===== config.mk =====
export PLATFORM = sky130hd
export DESIGN_NAME = dpic_mem_lsu
export DESIGN_NICKNAME = d
export VERILOG_FILES = /design/src/rtl/dpic_mem_lsu.sv
export SDC_FILE = /design/constraint.sdc
export NUM_CORES = 1
export LEC_CHECK = 0
export CORE_ASPECT_RATIO = 1.25
export CORE_MARGIN = 8
export CORE_UTILIZATION = 30
export CTS_CLUSTER_SIZE = 16
export DETAILED_ROUTE_END_ITERATION = 16
export PLACE_DENSITY = 0.69
export SLEW_MARGIN = 30
export SYNTH_ARGS = -nofsm -noshare
export SYNTH_HDL_FRONTEND = slang
export SYNTH_SLANG_ARGS = --single-unit

===== constraint.sdc =====
create_clock -name clock -period 3.9 [get_ports clock]
set_input_delay 0.39 -clock clock [delete_from_list [all_inputs] [get_ports clock]]
set_output_delay 0.39 -clock clock [all_outputs]
set_load 0.01 [all_outputs]

===== src/rtl/dpic_mem_lsu.sv =====
// Load/store initiator for the DPI-C simulation memory: one request per transaction, single-cycle memory access, registered response.
// Optional misalignment check: define LSU_MISALIGN_CHECK_EN to flag misaligned accesses with resp_err.
module dpic_mem_lsu #(
  parameter logic [63:0] SAFE_ADDR = 64'h8000_0000
) (
  input  logic        clock,
  input  logic        reset_n,
  // Handshake: a transfer happens on a rising clock edge where valid and ready are both high.
  input  logic        req_valid,
  output logic        req_ready,
  input  logic        req_wen,
  input  logic [1:0]  req_size,
  input  logic        req_signed,
  input  logic [63:0] req_addr,
  input  logic [63:0] req_wdata,
  output logic        resp_valid,
  input  logic        resp_ready,
  output logic [63:0] resp_rdata,
  output logic        resp_err,
  output logic        mem_rd_en,
  output logic [63:0] mem_rd_addr,
  input  logic [63:0] mem_rd_data,
  output logic        mem_we_en,
  output logic [63:0] mem_we_addr,
  output logic [63:0] mem_we_data,
  output logic [7:0]  mem_we_mask,
  output logic [1:0]  dbg_state
);

  localparam logic [1:0] ST_IDLE   = 2'd0;
  localparam logic [1:0] ST_ACCESS = 2'd1;
  localparam logic [1:0] ST_RESP   = 2'd2;

  logic [1:0]  r_state;
  logic        r_wen;
  logic [1:0]  r_size;
  logic        r_signed;
  logic [63:0] r_addr;
  logic [63:0] r_wdata;
  logic [63:0] r_rdata;
  logic        r_err;

  logic        w_in_access;
  logic        w_misalign;
  logic [7:0]  w_byte_mask;
  logic [63:0] w_bit_mask;
  logic [63:0] w_load_ext;

  function automatic logic [63:0] f_extend(input logic [63:0] d, input logic [1:0] sz,
                                           input logic sgn);
    logic [63:0] v;
    v = d;
    case (sz)
      2'd0:    v = sgn ? {{56{d[7]}},  d[7:0]}  : {56'd0, d[7:0]};
      2'd1:    v = sgn ? {{48{d[15]}}, d[15:0]} : {48'd0, d[15:0]};
      2'd2:    v = sgn ? {{32{d[31]}}, d[31:0]} : {32'd0, d[31:0]};
      default: v = d;
    endcase
    return v;
  endfunction

  assign w_in_access = (r_state == ST_ACCESS);

  always_comb begin
    w_byte_mask = 8'hFF;
    case (r_size)
      2'd0:    w_byte_mask = 8'h01;
      2'd1:    w_byte_mask = 8'h03;
      2'd2:    w_byte_mask = 8'h0F;
      default: w_byte_mask = 8'hFF;
    endcase
  end

  always_comb begin
    w_bit_mask = '0;
    for (int i = 0; i < 8; i++) begin
      w_bit_mask[i*8 +: 8] = {8{w_byte_mask[i]}};
    end
  end

`ifdef LSU_MISALIGN_CHECK_EN
  // Low address bits that must be zero for the access size: size 0 -> none, 3 -> [2:0].
  logic [2:0] w_align_bits;
  always_comb begin
    w_align_bits = 3'b111;
    case (r_size)
      2'd0:    w_align_bits = 3'b000;
      2'd1:    w_align_bits = 3'b001;
      2'd2:    w_align_bits = 3'b011;
      default: w_align_bits = 3'b111;
    endcase
  end
  assign w_misalign = |(r_addr[2:0] & w_align_bits);
`else
  assign w_misalign = 1'b0;
`endif

  assign w_load_ext = f_extend(mem_rd_data, r_size, r_signed);

  always_ff @(posedge clock or negedge reset_n) begin
    if (!reset_n) begin
      r_state  <= ST_IDLE;
      r_wen    <= 1'b0;
      r_size   <= 2'd0;
      r_signed <= 1'b0;
      r_addr   <= SAFE_ADDR;
      r_wdata  <= '0;
      r_rdata  <= '0;
      r_err    <= 1'b0;
    end else begin
      case (r_state)
        ST_IDLE: begin
          if (req_valid) begin
            r_wen    <= req_wen;
            r_size   <= req_size;
            r_signed <= req_signed;
            r_addr   <= req_addr;
            r_wdata  <= req_wdata;
            r_state  <= ST_ACCESS;
          end
        end
        ST_ACCESS: begin
          // mem_rd_data is combinational from the model, so it is valid at this edge.
          r_rdata <= (r_wen || w_misalign) ? 64'd0 : w_load_ext;
          r_err   <= w_misalign;
          r_state <= ST_RESP;
        end
        ST_RESP: begin
          if (resp_ready) begin
            r_state <= ST_IDLE;
          end
        end
        default: r_state <= ST_IDLE;
      endcase
    end
  end

  assign req_ready   = (r_state == ST_IDLE);
  assign resp_valid  = (r_state == ST_RESP);
  assign resp_rdata  = r_rdata;
  assign resp_err    = r_err;
  assign dbg_state   = r_state;

  // Enables derive from the state register so an asynchronous reset drops them at once.
  assign mem_rd_en   = w_in_access & ~r_wen & ~w_misalign;
  assign mem_we_en   = w_in_access &  r_wen & ~w_misalign;
  assign mem_rd_addr = (r_state == ST_IDLE) ? SAFE_ADDR : r_addr;
  assign mem_we_addr = (r_state == ST_IDLE) ? SAFE_ADDR : r_addr;
  assign mem_we_data = mem_we_en ? (r_wdata & w_bit_mask) : 64'd0;
  assign mem_we_mask = mem_we_en ? w_byte_mask : 8'h00;

endmodule


After elaboration in Yosys (flattened, before gate mapping)
Index checks and enable logic that the tools add are counted. W data, S select, Z words.

Register bits: 198. Input port bits: 200. Logic and storage cells: 33.

Equality and inequality tests: 6. Mux-type cells: 12. Bitwise operators: 4. Reductions and logical operators: 4.

Operators with widths (number): $mux W64 (6); $pmux W64 S3 (1); $and A64 B64 Y64 (1); $pmux W8 S3 (1); $mux W8 (1); $pmux W2 S3 (1); $eq A2 B1 Y1 const B (2); $eq A2 B2 Y1 const B (2); $logic_not A2 Y1 (2); $mux W2 (2); $reduce_and A2 Y1 (2); $and A1 B1 Y1 (2); $ne A2 B1 Y1 const B (1); $ne A2 B2 Y1 const B (1); $not A1 Y1 (1).

Longest topological paths before layout
Depth in word-level cells: 4. Depth in mapped cells: 6. Mapped depth without buffers: 4.

Worst setup path before layout
Ideal clock, no wire load.

Path kind: reg2out. From: register r_size[0]. To: output mem_we_data[10]. Data arrival time: 1.444 ns. Slack: 2.066 ns. Cell stages (with the launch flop): 6. Buffers on the path: 2. Path through: dfrtp_1 > or2_2 > clkbuf_1 > and3_1 > clkbuf_1 > and2_1.

Word-level cells in the longest chain between the ends: 4. Elaborated cells on any way between the ends: 6. Those cells by class: 2 x eq/ne; 2 x mux; 1 x bitwise; 1 x reduce/logical.

RTL lines: start: declaration (line 36) `logic [1:0] r_size;`; start signal: assignment (line 115) `r_size <= req_size;`; $eq A2 B2 Y1, or another cell as far along (line 66) `case (r_size)`; $pmux W8 S3 * (line 66); $and A64 B64 Y64 * (line 149) `assign mem_we_data = mem_we_en ? (r_wdata & w_bit_mask) : 64'd0;`; $mux W64 * (line 149); end: declaration (line 25) `output logic [63:0] mem_we_data,`.

Every way passes the cells marked *; elsewhere a longest branch is shown, timed or not.

Worst setup path after layout
From: register r_size[1]. To: output mem_we_data[50].

Same word-level chain as after synthesis.

==> flow_summary.toml <==
[run_status]
status = "finished, final reports clean"

[clocking]
cts_buffer_depth = 2
cts.root.buffer_cell = "clkbuf_16"
tritoncts = "yes"
cts_hold_buffers = 0
postCtsSetupBuffers = 0
cts_resized = 0
cts_sinks = 198
clk_latency_ns = 0.43
clkTransAtPathRegs_ns = 0.07
cts-buffers-inserted = 17
cts-htree-levels = 4

[worst_setup_path]
cp_data_required_time_ns = 3.51
critPathCaptureType = "output pin"
crit_path_cell_trace = "nand2_1, buf_4, nor3_4, buf_4, and2_1, clkdlybuf4s50_1"
crit_top_cell = "buf_4"
slowest_delay_ns = 0.87
path_max_fanout = 36
worst_setup_path_start_kind = "register"
worst_path_max_delay_cell = "dfrtp_1"
worstPathArrival_ns = 2.86
setup.worst_path.class = "register to output pin"

[drt]
drtAntennaViolNets = 0
firstDrtPassIters = 4
wl_per_cell_um = 20.0
wl_mm = 31.3
vias = 7100
vias_per_cell = 4.55
drcViolationCount = 0
drtIter0Drc = 288

[sta]
hold_viol = 0
finalSetupTns_ns = 0
clock.fmax_mhz = 308
finalSetupViolCount = 0
drv_slew = 0
rsz0062_at_grt = "false"
skew_ns = 0.0131
timing.final.crit_share_pct = 83.3
period_minus_slack_ns = 3.25
worstMarginPinSlew_ns = 0.820
slew_headroom_pct = 45.3

[synthesis]
netlist_area_um2 = 9230
avgSynthCellArea_um2 = 12.0
synthCells = 768
yosysSeqAreaShare_pct = 53.7
ys_types = 27
ys_warn_count = 0
synth_area_leaders = "dfrtp_1 (53%), mux2_2 (16%), buf_4 (6.6%), nor2b_1 (4.3%), and2_1 (3.9%)"
ys_seq_elements = 198
synth_top_area_cell = "dfrtp_1"
synth_nets = 968
synth.top_cell.area_share_pct = 53.4

[die]
coreArea_um2 = 30600
pin_count = 471
die_x_um = 173
dieHeight_um = 212
die-area_um2 = 36700
rows = 72
initial_core_util_pct = 30.1

[min_path]
worstHoldPathType = "primary input to asynchronous set/reset pin"

[power]
irDropWorstVdd_v = 0.000435
leakagePower_nw = 5.75
power.density_nw_per_um2 = 787

[global_route]
first_global_vias = 7665
track_usage_pct = 16.5
grt_max_degree = 134
antenna_found_initial = 3
grt_overflow = 0
grt_pass1_wl_mm = 47.3

[cells_and_area]
nNetsFinal = 1340
area.growth.synth_to_final_pct = 55.5
finalNonFillerCells = 1561
fill_cells = 2816
drive_gt1_share_pct = 18.5

[job]
max_cap_violations = 0

[placement]
dpl.hpwl_mm = 24.0
dp.cells = 1528
gp_congestion = 0.769
io_buffers = 469
flip-flops by register name, indices dropped and copies added, names as in the netlist:
register,flops
dbg_state,2
r_addr,64
r_signed,1
r_size,2
r_wdata,64
r_wen,1
resp_rdata,64
metrics by stage:
| stage | power, mW | cell area [µm²] | util [%] | setup slack (ns) | hold slack (ns) |
|---|---|---|---|---|---|
| 2_1_floorplan | 6.89 | 9230 | - | 2.07 | 0.0944 |
| 3_3_place_gp | 9.53 | 13700 | 44.9 | 1.03 | 0.462 |
| 3_5_place_dp | 9.63 | 13700 | 44.9 | 0.988 | 0.470 |
| 4_1_cts | 11.5 | 14300 | 46.8 | 0.513 | 0.0815 |
| 5_1_grt | 12.0 | 14300 | 46.8 | 0.408 | 0.0976 |
| 6_report | 11.3 | 14300 | 46.8 | 0.653 | 0.0466 |
report_power, final:
part	switching, mW	leakage, nW	internal (mW)	total, mW
sequential	0.563	2.41	3.05	3.62
clock	0.812	0.275	0.980	1.79
combinational	2.54	3.06	3.34	5.88
cell usage after synthesis:
| cell | instances |
|---|---|
| a211o_4 | 1 |
| mux2_2 | 132 |
| inv_1 | 3 |
| or2_2 | 34 |
| a21o_1 | 1 |
| a2bb2oi_1 | 16 |
| dfstp_2 | 1 |
| nand2_1 | 42 |
| o21ai_0 | 32 |
| buf_6 | 4 |
| and4bb_1 | 1 |
| nand2b_1 | 3 |
| buf_1 | 5 |
| a21oi_1 | 8 |
| dfrtp_1 | 197 |
| clkbuf_1 | 28 |
| conb_1 | 1 |
| nor3_2 | 1 |
| buf_4 | 81 |
| and3_1 | 11 |
| nor2b_1 | 64 |
| mux2i_1 | 1 |
| o21ai_1 | 1 |
| a32o_1 | 32 |
| nor2_1 | 2 |
| and2_1 | 57 |
| buf_2 | 9 |
critical path, delay by kind of cell (launching register included):
family                 cells  cell delay, ns
buffers and inverters      3            1.11
flip-flops                 1            0.87
AND/OR/NAND/NOR            3            0.44
placed cells by master, fill, tap and decap left out, drive strengths merged, types with 3 or more instances in the layout:
cell type | synthesis | routed
a21oi | 8 | 8
a2bb2oi | 16 | 16
a32o | 32 | 32
and2 | 57 | 57
and3 | 11 | 11
buf | 99 | 11
clkbuf | 28 | 22
clkdlybuf4s50 | 0 | 468
clkinvlp | 0 | 4
dfrtp | 197 | 197
inv | 3 | 8
mux2 | 132 | 132
nand2 | 42 | 42
nand2b | 3 | 3
nor2b | 64 | 64
o21ai | 33 | 33
or2 | 34 | 34
final timing paths:
path	start	end	slack, ns	depth (start not counted)
max	r_size[1]	mem_we_data[50]	0.65	6
min	reset_n	r_addr[55]	0.05	1
max reg2reg	r_size[1]	resp_rdata[52]	1.73	3
min reg2reg	resp_rdata[15]	resp_rdata[15]	0.48	2
max in group asynchronous	reset_n	r_wdata[0]	2.97	2
min in group clock	resp_rdata[15]	resp_rdata[15]	0.48	2
layer usage:
| metal | wire (µm) | part of all wire (%) | GRT usage, % |
|---|---|---|---|
| met1 | 11900 | 38 | 18.1 |
| met3 | 2870 | 9.2 | 6.70 |
| met2 | 15800 | 51 | 29.0 |
| met4 | 642 | 2.1 | 5.00 |
| met5 | 36 | 0.12 | 0 |
cell type report:
cell class / count / area [µm²] / share of cell area (%)
antenna: 1 / 2.50 / 0.0174
clock buffer: 21 / 450 / 3.14
tap: 407 / 509 / 3.55
sequential: 198 / 4960 / 34.6
inverter: 3 / 11.3 / 0.0785
multi-input combinational: 440 / 3450 / 24.1
timing repair buffer: 480 / 4820 / 33.6
clock inverter: 11 / 139 / 0.968
kinds of logic after synthesis:
logic type	synth area share, %
muxes	16.2
DFF	53.7
other	0.0406
and+or+nand+nor	13.5
AOI/OAI and AO/OA	7.49
buffers and inverters	9.03
Power figures use the tool's default switching activity.
